===== config.mk =====
export PLATFORM = sky130hd
export DESIGN_NAME = fetch_seq_flat
export DESIGN_NICKNAME = d
export VERILOG_FILES = /design/src/rtl/fetch_seq_if.sv /design/src/rtl/fetch_seq.sv /design/src/flat_wrapper.sv
export SDC_FILE = /design/constraint.sdc
export NUM_CORES = 1
export LEC_CHECK = 0
export ABC_CLOCK_PERIOD_IN_PS = 8100
export CORE_UTILIZATION = 38
export DETAILED_ROUTE_END_ITERATION = 8
export PLACE_DENSITY = 0.75
export SLEW_MARGIN = 20
export SYNTH_ARGS = -nofsm -noshare
export SYNTH_HDL_FRONTEND = slang
export SYNTH_SLANG_ARGS = --single-unit

===== constraint.sdc =====
create_clock -name clk -period 8.1 [get_ports clk]
set_input_delay 0.81 -clock clk [delete_from_list [all_inputs] [get_ports clk]]
set_output_delay 0.81 -clock clk [all_outputs]
set_load 0.05 [all_outputs]

===== src/rtl/fetch_seq_if.sv =====
// Fetch sequencer bus: instruction-memory request side, decode handoff side,
// next-PC select inputs and the sequencer's debug state.
interface fetch_seq_if #(
  parameter int IM_AW = 12
);
  // Handshakes: imReq/imAddr are held until the cycle imAck=1, and imAck is
  // ignored while imReq=0. instrValid/instr/pc are held until the cycle
  // instrReady=1, and only that cycle transfers the instruction and samples the selects.
  logic             imReq;
  logic [IM_AW-1:0] imAddr;
  logic             imAck;
  logic [31:0]      imRd;
  logic [31:0]      instr;
  logic             instrValid;
  logic             instrReady;
  logic             branchSel;
  logic             jalSel;
  logic             jrSel;
  logic [31:0]      pcOffset;
  logic [25:0]      jalIndex;
  logic [31:0]      jrPc;
  logic [31:0]      pc;
  logic [31:0]      pc4;
  logic             fault;
  logic [1:0]       state_dbg;

  modport master (
    output imReq, imAddr, instr, instrValid, pc, pc4, fault, state_dbg,
    input  imAck, imRd, instrReady, branchSel, jalSel, jrSel, pcOffset, jalIndex, jrPc
  );

  modport slave (
    input  imReq, imAddr, instr, instrValid, pc, pc4, fault, state_dbg,
    output imAck, imRd, instrReady, branchSel, jalSel, jrSel, pcOffset, jalIndex, jrPc
  );
endinterface


===== src/rtl/fetch_seq.sv =====
// Fetch sequencer: owns the PC, fetches one word per request from instruction
// memory, presents it to decode and picks the next PC when decode accepts.
module fetch_seq #(
  parameter logic [31:0] RESET_PC = 32'h0000_3000,
  parameter int          IM_AW    = 12
) (
  input  logic         clk,
  input  logic         reset,
  fetch_seq_if.master  bus
);
  typedef enum logic [1:0] {
    IDLE  = 2'd0,
    REQ   = 2'd1,
    HOLD  = 2'd2,
    FAULT = 2'd3
  } state_t;

  // Highest word-aligned PC that still maps into instruction memory.
  localparam logic [31:0] PC_LAST = RESET_PC + (32'd4 << IM_AW) - 32'd4;

  state_t      state, state_nxt;
  logic [31:0] pc_q, pc_nxt;
  logic [31:0] instr_q, instr_nxt;
  logic [31:0] pc4;
  logic [31:0] target;
  logic        target_ok;

  assign pc4 = pc_q + 32'd4;

  // jr beats jal beats branch beats sequential.
  always_comb begin
    target = pc4;
    if (bus.jrSel) begin
      target = bus.jrPc;
    end else if (bus.jalSel) begin
      target = {pc4[31:28], bus.jalIndex, 2'b00};
    end else if (bus.branchSel) begin
      target = pc4 + {bus.pcOffset[29:0], 2'b00};
    end
  end

  assign target_ok = (target[1:0] == 2'b00) && (target >= RESET_PC) && (target <= PC_LAST);

  always_comb begin
    state_nxt = state;
    pc_nxt    = pc_q;
    instr_nxt = instr_q;
    case (state)
      IDLE: state_nxt = REQ;
      REQ: begin
        if (bus.imAck) begin
          instr_nxt = bus.imRd;
          state_nxt = HOLD;
        end
      end
      HOLD: begin
        if (bus.instrReady) begin
          // The illegal target is still latched so the faulting PC is visible.
          pc_nxt    = target;
          state_nxt = target_ok ? REQ : FAULT;
        end
      end
      FAULT: state_nxt = FAULT;
      default: state_nxt = IDLE;
    endcase
  end

  always_ff @(posedge clk or negedge reset) begin
    if (!reset) begin
      state   <= IDLE;
      pc_q    <= RESET_PC;
      instr_q <= '0;
    end else begin
      state   <= state_nxt;
      pc_q    <= pc_nxt;
      instr_q <= instr_nxt;
    end
  end

  // Outputs decode straight from registered state, so reset clears them at once.
  assign bus.imReq      = (state == REQ);
  assign bus.instrValid = (state == HOLD);
  assign bus.fault      = (state == FAULT);
  assign bus.imAddr     = pc_q[IM_AW+1:2] - RESET_PC[IM_AW+1:2];
  assign bus.instr      = instr_q;
  assign bus.pc         = pc_q;
  assign bus.pc4        = pc4;
  assign bus.state_dbg  = state;
endmodule


===== src/flat_wrapper.sv =====
// flat-port wrapper written by rule: the top's interface ports become plain ports
module fetch_seq_flat 
#(
  parameter logic [31:0] RESET_PC = 32'h0000_3000,
  parameter int          IM_AW    = 12
)
  (clk, reset, bus_imReq, bus_imAddr, bus_instr, bus_instrValid, bus_pc, bus_pc4, bus_fault, bus_state_dbg, bus_imAck, bus_imRd, bus_instrReady, bus_branchSel, bus_jalSel, bus_jrSel, bus_pcOffset, bus_jalIndex, bus_jrPc);
  fetch_seq_if #(.IM_AW(IM_AW)) bus_i ();
  input  logic clk;
  input  logic reset;
  output wire logic [$bits(bus_i.imReq)-1:0] bus_imReq;
  output wire logic [$bits(bus_i.imAddr)-1:0] bus_imAddr;
  output wire logic [$bits(bus_i.instr)-1:0] bus_instr;
  output wire logic [$bits(bus_i.instrValid)-1:0] bus_instrValid;
  output wire logic [$bits(bus_i.pc)-1:0] bus_pc;
  output wire logic [$bits(bus_i.pc4)-1:0] bus_pc4;
  output wire logic [$bits(bus_i.fault)-1:0] bus_fault;
  output wire logic [$bits(bus_i.state_dbg)-1:0] bus_state_dbg;
  input wire logic [$bits(bus_i.imAck)-1:0] bus_imAck;
  input wire logic [$bits(bus_i.imRd)-1:0] bus_imRd;
  input wire logic [$bits(bus_i.instrReady)-1:0] bus_instrReady;
  input wire logic [$bits(bus_i.branchSel)-1:0] bus_branchSel;
  input wire logic [$bits(bus_i.jalSel)-1:0] bus_jalSel;
  input wire logic [$bits(bus_i.jrSel)-1:0] bus_jrSel;
  input wire logic [$bits(bus_i.pcOffset)-1:0] bus_pcOffset;
  input wire logic [$bits(bus_i.jalIndex)-1:0] bus_jalIndex;
  input wire logic [$bits(bus_i.jrPc)-1:0] bus_jrPc;
  assign bus_imReq = bus_i.imReq;
  assign bus_imAddr = bus_i.imAddr;
  assign bus_instr = bus_i.instr;
  assign bus_instrValid = bus_i.instrValid;
  assign bus_pc = bus_i.pc;
  assign bus_pc4 = bus_i.pc4;
  assign bus_fault = bus_i.fault;
  assign bus_state_dbg = bus_i.state_dbg;
  assign bus_i.imAck = bus_imAck;
  assign bus_i.imRd = bus_imRd;
  assign bus_i.instrReady = bus_instrReady;
  assign bus_i.branchSel = bus_branchSel;
  assign bus_i.jalSel = bus_jalSel;
  assign bus_i.jrSel = bus_jrSel;
  assign bus_i.pcOffset = bus_pcOffset;
  assign bus_i.jalIndex = bus_jalIndex;
  assign bus_i.jrPc = bus_jrPc;
  fetch_seq #(.RESET_PC(RESET_PC), .IM_AW(IM_AW)) u_core (.clk(clk), .reset(reset), .bus(bus_i));
endmodule

After elaboration in Yosys (flattened, before gate mapping)
Index checks and enable logic that the tools add are counted.
W data, S select, Z words.
- register bits after elaboration: 66
- input bits: 129
- output and inout bits: 113
- logic and storage cells: 27
- add/sub/neg operators: 3
- magnitude comparators: 2
- equality and inequality tests: 5
- multiplexer cells: 7
- reductions and logical operators: 7
- operators by type and width (operator ; count):
    $mux W32 ; 3
    $add A32 B3 Y32 const B ; 1
    $add A32 B32 Y32 ; 1
    $ge A32 B14 Y1 const B ; 1
    $le A32 B15 Y1 const B ; 1
    $sub A12 B12 Y12 const B ; 1
    $pmux W2 S4 ; 1
    $mux W2 ; 3
    $reduce_and A2 Y1 ; 3
    $eq A2 B2 Y1 const B ; 2
    $logic_not A2 Y1 ; 2
    $ne A2 B1 Y1 const B ; 2
    $eq A2 B1 Y1 const B ; 1
    $logic_and A1 B1 Y1 ; 2

Depth between registers and ports, before layout
Gate-level depths: netlist (run 1).
- depth after elaboration: 11
- depth in mapped cells: 18
- gate-level depth less buffers: 17

Least setup slack after synthesis (run 1)
No wires, ideal clock.
- kind: register to register
- from: register u_core.pc_q[2], in the netlist u_core.bus.pc[2]
- to: register u_core.state[1], in the netlist u_core.bus.state_dbg[1]
- library setup time: 0.133 ns
- data arrival time: 5.111 ns
- required time: 7.967 ns
- path slack: 2.857 ns
- stages on the path, launching flop included: 17
- path buffers: 0
- period minus slack after synthesis: 5.243 ns
- path through: dfrtp_1 ha_1 nand4_4 or4_1 nor2_1 xor2_1 ha_1 a21o_1 o21bai_1 or3b_2 o2111ai_1 o21bai_1 a21oi_1 o41ai_1 o211ai_1 nor3_1 a31oi_1
- cells in the longest elaborated chain, start to end: 11
- elaborated cells between the ends (all ways): 12
- classes of those cells: add/sub: 2; order compare: 2; mux: 6; reduce/logical: 2
- ends and longest elaborated chain (item ; line ; RTL):
    from (decl) ; fetch_seq.sv:22 ; logic [31:0] pc_q, pc_nxt;
    from (signal assigned) ; fetch_seq.sv:75 ; pc_q <= pc_nxt;
    $add A32 B3 Y32 (*) ; fetch_seq.sv:28 ; assign pc4 = pc_q + 32'd4;
    net bus_pc4[18] ; flat_wrapper.sv:16 ; output wire logic [$bits(bus_i.pc4)-1:0] bus_pc4;
    $add A32 B32 Y32 ; fetch_seq.sv:38 ; target = pc4 + {bus.pcOffset[29:0], 2'b00};
    $mux W32 (*) ; fetch_seq.sv:37 ; end else if (bus.branchSel) begin
    $mux W32 (*) ; fetch_seq.sv:35 ; end else if (bus.jalSel) begin
    $mux W32 (*) ; fetch_seq.sv:33 ; if (bus.jrSel) begin
    $ge A32 B14 Y1 ; fetch_seq.sv:42 ; assign target_ok = (target[1:0] == 2'b00) && (target >= RESET_PC) && (target <= PC_LAST);
    $logic_and A1 B1 Y1 ; fetch_seq.sv:42 ;
    $logic_and A1 B1 Y1 (*) ; fetch_seq.sv:42 ;
    $mux W2 (*) ; fetch_seq.sv:60 ; state_nxt = target_ok ? REQ : FAULT;
    $mux W2 (*) ; fetch_seq.sv:57 ; if (bus.instrReady) begin
    $pmux W2 S4 (*) ; fetch_seq.sv:48 ; case (state)
    to (signal assigned) ; fetch_seq.sv:74 ; state <= state_nxt;
    to (decl) ; fetch_seq.sv:21 ; state_t state, state_nxt;
Mark *: on every way through the listed nets, which the timed path passes. The rest lies on a longest branch. The select of a mux whose other input is x is not followed.
A chain may end at the register's enable or synchronous reset.

Worst setup path after layout (run 1)
- from: register u_core.pc_q[8], in the netlist u_core.bus.pc[8]
- to: register u_core.state[1], in the netlist u_core.bus.state_dbg[1]
- cells in the longest elaborated chain, start to end: 11
- elaborated cells between the ends (all ways): 12
- classes of those cells: add/sub: 2; order compare: 2; mux: 6; reduce/logical: 2
- ends and longest elaborated chain (item ; line):
    $add A32 B3 Y32 (*) ; fetch_seq.sv:28
    $add A32 B32 Y32 ; fetch_seq.sv:38
    $mux W32 ; fetch_seq.sv:37
    $mux W32 (*) ; fetch_seq.sv:35
    $mux W32 (*) ; fetch_seq.sv:33
    $ge A32 B14 Y1 ; fetch_seq.sv:42
    $logic_and A1 B1 Y1 ; fetch_seq.sv:42
    $logic_and A1 B1 Y1 (*) ; fetch_seq.sv:42
    $mux W2 (*) ; fetch_seq.sv:60
    $mux W2 (*) ; fetch_seq.sv:57
    $pmux W2 S4 (*) ; fetch_seq.sv:48
Every way passes the cells marked *; elsewhere a longest branch is shown, timed or not. The select of a mux whose other input is x is not followed.

==> reports/metrics.cfg, run 1 <==
[cts]
cts_buffers = 9
cts_buffer_depth = 2
cts_hold_buf = 0
clk_latency_ns = 0.33
clk_pin_slew_ns = 0.06
cts_tree = done
cts_max_level = 3
cts_setup_buffers = 0
cts.sinks = 66
post_cts_resized = 0
cts_root_buf = clkbuf_16

[critical_path]
cp_num_buf_inv = 0
r2r-start = u_core.bus.pc[8]$_DFFE_PN0P_
crit_slowest_cell = nor4_2
rr_worst_depth = 16
path_depth = 16
startpoint = u_core.bus.pc[8]$_DFFE_PN0P_
path_cells = nand3_1 -> nor4_2 -> nand2_1 -> or3_1 -> xnor2_1 -> ha_1 -> a21o_1 -> a21oi_1 -> nand2_1 -> a2111oi_0 -> mux2i_1 -> a31oi_1 -> nor4bb_1 -> nand4_1 -> a2111oi_2 -> a31oi_1
end_kind = register
path_delay_family = simple AND/OR/NAND/NOR gates
crit_arrival_ns = 5.38
critPathKind = register to register
required_ns = 8.29
path_max_fanout = 8
slowest_delay_ns = 0.58
cp-start-kind = register

[global_routing]
grt_busiest_layer = met2
grt_pass1_vias = 6053
grt_use_total_pct = 25.8
grt_max_degree = 67
grtUsageMet2_pct = 42.3
met1_usage_pct = 33.6
grt_use_met3_pct = 5.95
grt_overflow_total = 0
antenna_found_initial = 0
grt_pass1_wl_um = 32300

[power_and_ir_drop]
p_int_mw = 1.02
power_frac_seq_pct = 23.1
finalPower_mw = 1.99
combPwrFrac_pct = 58.8
power.switching_uw = 965
ir_worst_vdd_uv = 162
switching_share_pct = 48.5
leakagePower_nw = 3.57
clkPwrFrac_pct = 18.1
cellPowerDensity_nw_per_um2 = 230

[yosys]
avgSynthCellArea_um2 = 8.42
synth_largest_area_cell = dfrtp_1
yosys-top-cells-area = dfrtp_1 27%, mux2_2 7.3%, ha_1 7.2%
synth_area_um2 = 5880
synth_top_area_share_pct = 27.2
syn_nets = 862
async_flop_share_pct = 100
ys_seq_area_share_pct = 28.1
synth_edf_count = 0
ys_warn_count = 0
ys_types = 77
synthCells = 698
synth_seq_cells = 66
ys.flop_type = dfrtp_1

[flow_run]
cap_violations = 0

[floorplanning]
fp.dieH_um = 126
num_io_pins = 242
die_w_um = 126
row_count = 45
core_um2 = 15100
start_util_pct = 38.8
dieArea_um2 = 16000

[timing]
timing.fmax_mhz = 193
final_max_slew_viol_count = 0
tightest_slew_ns = 0.866
setup-tns-final_ns = 0
finalSetupViolCount = 0
rsz0062_at_grt = no
finClkSkew_ns = 0.00448
relSlewSlack_pct = 42.3
period_share_pct = 64.1
post-route-min-period_ns = 5.19
final-hold-violation-count = 0
setup_ws_ns = 2.91

[cells_and_area]
multi_input_area_um2 = 3940
drive_gt1_share_pct = 9.01
syn2layout_area_growth_pct = 46.9
register_area_um2 = 1650
final_nets = 1080
fill_cells = 1401
num_antenna_cells = 0

[route]
num_vias = 6354
viasPerCell = 5.73
final_antenna_net_count = 0
drt-total-wl_um = 20900
first_iter_violations = 464
drt_first_pass_iters = 5
avgRoutedWirePerCell_um = 18.8
drc_errors = 0

[min_path]
hold_path_depth = 1
min_from = u_core.bus.instr[23]$_DFFE_PN0P_
hold_class = register to register

[placed_design]
gp_congestion = 0.930
pre_cts_slack_ns = 3.02
portBuffers = 239
hpwl_um = 16300

[run_status]
status = finished, final reports clean

## path summary, 6_finish.rpt
path	to	slack (ns)
max	u_core.bus.state_dbg[1]$_DFFE_PN0P_	2.91
min	u_core.bus.instr[23]$_DFFE_PN0P_	0.50
max reg2reg	u_core.bus.state_dbg[1]$_DFFE_PN0P_	2.91
min reg2reg	u_core.bus.instr[23]$_DFFE_PN0P_	0.50
max in group asynchronous	u_core.bus.instr[11]$_DFFE_PN0P_	6.86
min in group asynchronous	u_core.bus.pc[2]$_DFFE_PN0P_	0.65
## kinds of logic after synthesis
group	share of synthesized area, %
mux	8.98
simple gates	20.8
flops	28.1
buf+inv	4.92
xor+xnor	6.26
fa+ha+maj	7.58
compound gates	23.3
## cells in the mapped netlist (9+ instances only)
master and count:
a21o_1 10, a21oi_1 49, a31oi_1 9, and3_1 9, buf_4 12, clkbuf_1 22, dfrtp_1 64, ha_1 34
inv_1 23, mux2_2 38, mux2i_1 10, nand2_1 75, nand2b_1 9, nand3_1 23, nand4_1 17, nor2_1 42
nor3_1 15, o21ai_0 36, o22ai_1 18, or3_1 9, xnor2_1 23, xor2_1 19
## layer usage
layer	wire length, um	share of wire (%)
met3	1720	8.2
met1	9090	44
met5	0	0
met4	508	2.4
met2	9550	46
## worst reg2reg max path, cell delays in order (launching register included)
cell       delay [ns]
dfrtp_1          0.47
nand3_1          0.26
nor4_2           0.58
nand2_1          0.14
or3_1            0.40
xnor2_1          0.37
ha_1             0.40
a21o_1           0.19
a21oi_1          0.17
nand2_1          0.15
a2111oi_0        0.45
mux2i_1          0.15
a31oi_1          0.38
nor4bb_1         0.30
nand4_1          0.15
a2111oi_2        0.36
a31oi_1          0.16
## cell type report
| class | instances | share of cell area, % |
|---|---|---|
| inverters | 23 | 0.999 |
| flip-flops and latches | 66 | 19.1 |
| clock buffers | 9 | 2.61 |
| multi-input cells | 569 | 45.6 |
| well taps | 188 | 2.72 |
| clock inverters | 7 | 0.637 |
| repair buffers | 247 | 28.3 |
## cells in the final DEF (no fill, tap or decap), drive strengths merged, types with 23 or more instances in the layout
master / synthesis / layout
nor2: 42 / 42
ha: 34 / 34
inv: 23 / 24
nand2: 75 / 75
clkdlybuf4s50: 0 / 238
a21oi: 49 / 49
mux2: 38 / 38
xnor2: 23 / 23
dfrtp: 64 / 64
nand3: 24 / 24
o21ai: 41 / 41
## flip-flops by register name, summed over array words and instances, names as in the netlist
register and flops:
u_core.bus.state_dbg 2, u_core.bus.pc 32, u_core.bus.instr 32
## power by group through the flow
stage	Clock (mW)	Combinational [mW]	Sequential [mW]
after detailed placement	0	1.16	0.465
after global routing	0.382	1.23	0.470
after global placement	0	1.15	0.462
final	0.359	1.17	0.460
after CTS	0.367	1.16	0.460
after floorplan	0	0.594	0.642
## per-stage QoR
stage / hold slack, ns / instances / instance area [um^2] / util [%]
3_3_place_gp: 0.486 / 1093 / 8360 / 55.2
5_1_grt: 0.510 / 1109 / 8640 / 57.0
3_5_place_dp: 0.493 / 1093 / 8360 / 55.2
6_report: 0.504 / 1109 / 8640 / 57.0
2_1_floorplan: 0.514 / 698 / 5880 / -
4_1_cts: 0.505 / 1109 / 8640 / 57.0
(Power assumes the default switching activity.)
==> inputs of run 2 (changes only) <==
--- a/config.mk
+++ b/config.mk
@@ -5,10 +5,10 @@
 export SDC_FILE = /design/constraint.sdc
 export NUM_CORES = 1
 export LEC_CHECK = 0
-export ABC_CLOCK_PERIOD_IN_PS = 8100
+export ABC_CLOCK_PERIOD_IN_PS = 4500
 export CORE_UTILIZATION = 38
 export DETAILED_ROUTE_END_ITERATION = 8
-export PLACE_DENSITY = 0.75
+export PLACE_DENSITY = 0.78
 export SLEW_MARGIN = 20
 export SYNTH_ARGS = -nofsm -noshare
 export SYNTH_HDL_FRONTEND = slang
==> constraint.sdc (replaced) <==
create_clock -name clk -period 4.5 [get_ports clk]
set_input_delay 0.45 -clock clk [delete_from_list [all_inputs] [get_ports clk]]
set_output_delay 0.45 -clock clk [all_outputs]
set_load 0.05 [all_outputs]
==> reports/metrics.cfg, run 2 (synthesized netlist as in run 1, its figures left out) <==
[global_routing]
grt_pass1_wl_um = 34000  ; +5.2%
antenna_found_initial = 0  ; unchanged
grt_max_degree = 43  ; -36%
grt_pass1_vias = 6403  ; +5.8%
grt_overflow_total = 0  ; unchanged
grt_use_total_pct = 27.4  ; +1.6 points

[cells_and_area]
drive_gt1_share_pct = 18.3  ; +9.3 points
syn2layout_area_growth_pct = 59.9
num_antenna_cells = 0  ; unchanged
final_nets = 1124  ; +4.1%
fill_cells = 1242  ; -11%
final_util_pct = 62.1  ; +5.0 points
final_common_cell = clkdlybuf4s50_1
final_cell_mix = 238 x clkdlybuf4s50_1, 75 x nand2_1, 54 x dfrtp_1, 52 x buf_4, 46 x a21oi_1
stdcell_count = 1153  ; +4.0%

[route]
final_antenna_net_count = 0  ; unchanged
first_iter_violations = 603  ; +30%
avgRoutedWirePerCell_um = 19.1  ; +1.4%
drc_errors = 0  ; unchanged
num_vias = 6662  ; +4.8%
viasPerCell = 5.78  ; +0.85%
drt_first_pass_iters = 5  ; unchanged
drt-total-wl_um = 22000  ; +5.4%

[cts]
cts_hold_buf = 0  ; unchanged
cts_buffers = 9  ; unchanged
cts_tree = done
cts_max_level = 3  ; unchanged
clk_pin_slew_ns = 0.05  ; about the same
clk_latency_ns = 0.33  ; about the same
cts_root_buf = clkbuf_16
cts.sinks = 66  ; unchanged
cts_buffer_depth = 2  ; unchanged

[timing]
final-hold-violation-count = 0  ; unchanged
post-route-min-period_ns = 4.28  ; -0.912 ns
setup-tns-final_ns = 0  ; unchanged
finalSetupViolCount = 0  ; unchanged
final_max_slew_viol_count = 0  ; unchanged
period_share_pct = 95.1  ; +31 points
hold_slack_ns = 0.170  ; -0.335 ns
tightest_slew_ns = 0.736  ; -0.130 ns
timing.fmax_mhz = 234  ; +21%
finClkSkew_ns = 0.00699  ; +0.00252 ns
relSlewSlack_pct = 50.9  ; +8.7 points

[floorplanning]
start_util_pct = 38.8  ; unchanged
num_io_pins = 242  ; unchanged
core_um2 = 15100  ; unchanged
die_w_um = 126  ; unchanged
row_count = 45  ; unchanged
dieArea_um2 = 16000  ; unchanged
fp.dieH_um = 126  ; unchanged

[placed_design]
gp_congestion = 0.910  ; -2.1%
portBuffers = 239  ; unchanged
hpwl_um = 17700  ; +8.4%
dp.cells = 1132  ; +3.6%

[critical_path]
crit_arrival_ns = 4.47  ; -0.91 ns
rr_worst_depth = 16  ; unchanged
r2r_slack_ns = 0.22  ; -2.69 ns
end_kind = register
path_max_fanout = 6  ; -2
required_ns = 4.69  ; -3.60 ns
cp-endpoint = u_core.bus.state_dbg[1]$_DFFE_PN0P_
r2r-start = u_core.bus.pc[12]$_DFFE_PN1P_
reg2reg_to = u_core.bus.state_dbg[1]$_DFFE_PN0P_
critPathKind = register to register
cp-start-kind = register
startpoint = u_core.bus.pc[12]$_DFFE_PN1P_

[run_status]
status = finished, final reports clean

[power_and_ir_drop]
ir_worst_vdd_uv = 361  ; +120%
switching_share_pct = 46.1  ; -2.4 points
finalPower_mw = 3.89  ; +96%
combPwrFrac_pct = 59.8  ; +1.0 points
cellPowerDensity_nw_per_um2 = 414  ; +80%
power.switching_mw = 1.80  ; +86%
clkPwrFrac_pct = 19.1  ; +1.0 points
leakagePower_nw = 3.90  ; +9.2%
power_frac_seq_pct = 21.1  ; -2.0 points
p_int_mw = 2.10  ; +100%

[min_path]
hold_class = primary input to asynchronous set/reset pin

[flow_run]
cap_violations = 0  ; unchanged

## run 2: power groups by stage
stage	logic [mW]	registers (mW)	clock network [mW]
after floorplan	1.10	1.17	0
after global placement	2.22	0.823	0
after detailed placement	2.24	0.828	0
after CTS	2.25	0.820	0.758
after global routing	2.46	0.833	0.787
final	2.33	0.820	0.743
## run 2: worst max-delay path: stages, from the launching register on
cell and delay (ns):
dfstp_2 0.60, nand4_1 0.16, nor4_4 0.21, nand2_1 0.11
or3_1 0.44, xnor2_4 0.18, ha_1 0.36, a21o_1 0.18
a21oi_1 0.18, nand2_1 0.15, a2111oi_2 0.38, mux2i_1 0.17
a31oi_2 0.24, nor4bb_2 0.25, nand4_1 0.18, a2111oi_4 0.22
a31oi_1 0.12
## run 2: layout make-up
type | count | area (um^2) | area share [%]
Inverter | 23 | 86.3 | 0.918
Sequential cell | 66 | 1670 | 17.7
Clock inverter | 5 | 77.6 | 0.825
Clock buffer | 11 | 243 | 2.58
Timing Repair Buffer | 291 | 2780 | 29.5
Tap cell | 188 | 235 | 2.50
Multi-Input combinational cell | 569 | 4320 | 45.9
## run 2: what timing repair did
item	CTS	global route
gates resized for setup	0	28
endpoints found under the setup margin	0	2
setup buffers	0	5
## run 2: how the worst min path moves through the flow
stage                                startpoint                                to  slack, ns
2_1_floorplan                             reset   u_core.bus.instr[0]$_DFFE_PN0P_       0.15
3_3_place_gp   u_core.bus.instr[20]$_DFFE_PN0P_  u_core.bus.instr[20]$_DFFE_PN0P_       0.49
3_5_place_dp    u_core.bus.instr[5]$_DFFE_PN0P_   u_core.bus.instr[5]$_DFFE_PN0P_       0.49
4_1_cts                                   reset  u_core.bus.instr[14]$_DFFE_PN0P_       0.19
5_1_grt                                   reset  u_core.bus.instr[21]$_DFFE_PN0P_       0.23
6_report                                  reset  u_core.bus.instr[14]$_DFFE_PN0P_       0.17
## run 2: per-stage QoR
step	cell area [um^2]	setup WS, ns
floorplan	6110	0.0147
global placement	8880	0.140
detailed placement	8880	0.0886
CTS	9200	0.0691
global route	9400	-0.0568
finish	9400	0.222
## run 2: per-layer routing
layer	GRT usage, %	part of all wire [%]
met1	34.9	41
met2	45.5	47
met3	6.41	9.0
met4	9.28	2.7
met5	0	0
==> patch (config.mk and constraints of run 2) <==
`IM_AW` is set to 12 in 3 places; all go to 11.
--- a/src/rtl/fetch_seq_if.sv
+++ b/src/rtl/fetch_seq_if.sv
@@ -1,7 +1,7 @@
 // Fetch sequencer bus: instruction-memory request side, decode handoff side,
 // next-PC select inputs and the sequencer's debug state.
 interface fetch_seq_if #(
-  parameter int IM_AW = 12
+  parameter int IM_AW = 11
 );
   // Handshakes: imReq/imAddr are held until the cycle imAck=1, and imAck is
   // ignored while imReq=0. instrValid/instr/pc are held until the cycle
--- a/src/rtl/fetch_seq.sv
+++ b/src/rtl/fetch_seq.sv
@@ -2,7 +2,7 @@
 // memory, presents it to decode and picks the next PC when decode accepts.
 module fetch_seq #(
   parameter logic [31:0] RESET_PC = 32'h0000_3000,
-  parameter int          IM_AW    = 12
+  parameter int          IM_AW    = 11
 ) (
   input  logic         clk,
   input  logic         reset,
--- a/src/flat_wrapper.sv
+++ b/src/flat_wrapper.sv
@@ -2,7 +2,7 @@
 module fetch_seq_flat 
 #(
   parameter logic [31:0] RESET_PC = 32'h0000_3000,
-  parameter int          IM_AW    = 12
+  parameter int          IM_AW    = 11
 )
   (clk, reset, bus_imReq, bus_imAddr, bus_instr, bus_instrValid, bus_pc, bus_pc4, bus_fault, bus_state_dbg, bus_imAck, bus_imRd, bus_instrReady, bus_branchSel, bus_jalSel, bus_jrSel, bus_pcOffset, bus_jalIndex, bus_jrPc);
   fetch_seq_if #(.IM_AW(IM_AW)) bus_i ();
Ports: changed (resized bus_imAddr); port bits go from 242 to 241. No check against the original RTL was run, so the function may have changed too.
==> patch against run 2 <==
Synthesized area grew 5.6%. Largest cell class unchanged. Wire length is 7.0% higher. Non-clock buffer count increased by 8. Worst hold slack got worse by 0.027 ns. Worst setup slack got worse by 0.054 ns. Design area increased by 4.6%. Sequential cell count did not move. Via count rose by 6.2%. Power grew 1.1%. Synthesized cell count increased by 10%. Critical path type unchanged. Utilization fell by 0.16 points.
==> patch: results (changes against run 2) <==
* Synth area leaders: dfrtp_1, mux2_2, ha_1 (unchanged)
* Post-Synth XOR/XNOR Area at 0.0438 (was 0.0626)
* Fin area at 0.00984 mm2 (was 0.00940 mm2)
* Post-Place Worst Slack at -0.0843 ns (was 0.0886 ns)
* Via density at 5.68 (was 5.78)
* Min-Delay Path Class: input port to asynchronous set/reset pin (unchanged)
* HPWL Detailed at 18.8 mm (was 17.7 mm)
* Vias in the first global route at 6656 (was 6403)
* Critical Path Source: u_core.bus.pc[13]$_DFFE_PN1P_ (was u_core.bus.pc[12]$_DFFE_PN1P_)
* Seq pwr share at 0.203 (was 0.211)
* Final Skew at 0.00437 ns (was 0.00699 ns)
* DP Area at 0.00918 mm2 (was 0.00888 mm2)
* Syn avg cell area at 8.08 um2 (was 8.42 um2)
* Met3 Use GR at 0.0681 (was 0.0641)
* GR Util All Layers at 0.275 (was 0.274)
* Initial DRT Pass Iterations at 7 (was 5)
* Post-Synth Adder-Cell Area at 0.0677 (was 0.0758)
* Synth unique cells at 76 (was 77)
* Clk pwr at 814 uW (was 743 uW)
* Mux cell area share after synthesis at 0.0750 (was 0.0898)
* Fraction of layout cells with a size suffix above 1 at 0.190 (was 0.183)
* Routability cong. at 0.952 (was 0.910)
* Met2 wire length at 10.9 mm (was 10.4 mm)
* Reg2Reg Depth at 19 (was 16)
* Seq/Total Area, Yosys at 0.267 (was 0.281)
* Final Hold Slack at 0.143 ns (was 0.170 ns)
* Critical R2R Launch: u_core.bus.pc[13]$_DFFE_PN1P_ (was u_core.bus.pc[12]$_DFFE_PN1P_)
* CP max FO at 4 (was 6)
* First DRT Iteration DRCs at 674 (was 603)
* Routed WL at 23.5 mm (was 22.0 mm)
* Non-filler cells, final at 1247 (was 1153)
* # fillers at 1412 (was 1242)
* Lkg Pwr at 4.13 nW (was 3.90 nW)
* Top cells by count, synth: nand2_1, dfrtp_1, nor2_1 (was nand2_1, dfrtp_1, a21oi_1)
* Post-Syn Nets at 930 (was 862)
* Largest net degree at the start of global routing at 48 (was 43)
* First-pass GRT wire length at 35.1 mm (was 34.0 mm)
* Met3 wire length at 2.31 mm (was 1.97 mm)
* Final worst slack at 0.167 ns (was 0.222 ns)
* Sw Ratio at 0.452 (was 0.461)
* Status: finished, final reports clean (unchanged)
* Met2 usage at 0.449 (was 0.455)
* I/O Buffers at 238 (was 239)
* Synth Area in Compound Gates at 0.249 (was 0.233)
* M1 GR Usage at 0.358 (was 0.349)
* P_seq at 800 uW (was 820 uW)
* Worst vdd ir at 0.000342 V (was 0.000361 V)
* DRT met1 WL at 9.81 mm (was 9.06 mm)
==> patch: changes by cell type after synthesis, moves of 5 or more <==
cell | before | now
nand2_1 | 75 | 99
o21ai_0 | 36 | 43
xor2_1 | 19 | 12
inv_1 | 23 | 31
a21oi_1 | 49 | 44
o22ai_1 | 18 | 8
o21ai_1 | 5 | 0
a21o_1 | 10 | 18
buf_1 | 0 | 5
clkbuf_1 | 22 | 33
a31oi_1 | 9 | 16
==> patch: timing repair <==
action                                 CTS  global route
buffers inserted                         0            10
setup endpoints to repair                1             1
endpoints found under the hold margin    0             0
pin swaps                                0            13
gates resized for setup                  2            47
==> patch: layout make-up <==
type                       count  share of cell area
multi-input combinational    619               0.467
timing repair buffer         299               0.289
sequential                    66               0.169
tap                          216              0.0275
clock buffer                  11              0.0257
inverter                      31              0.0118
clock inverter                 5              0.0102
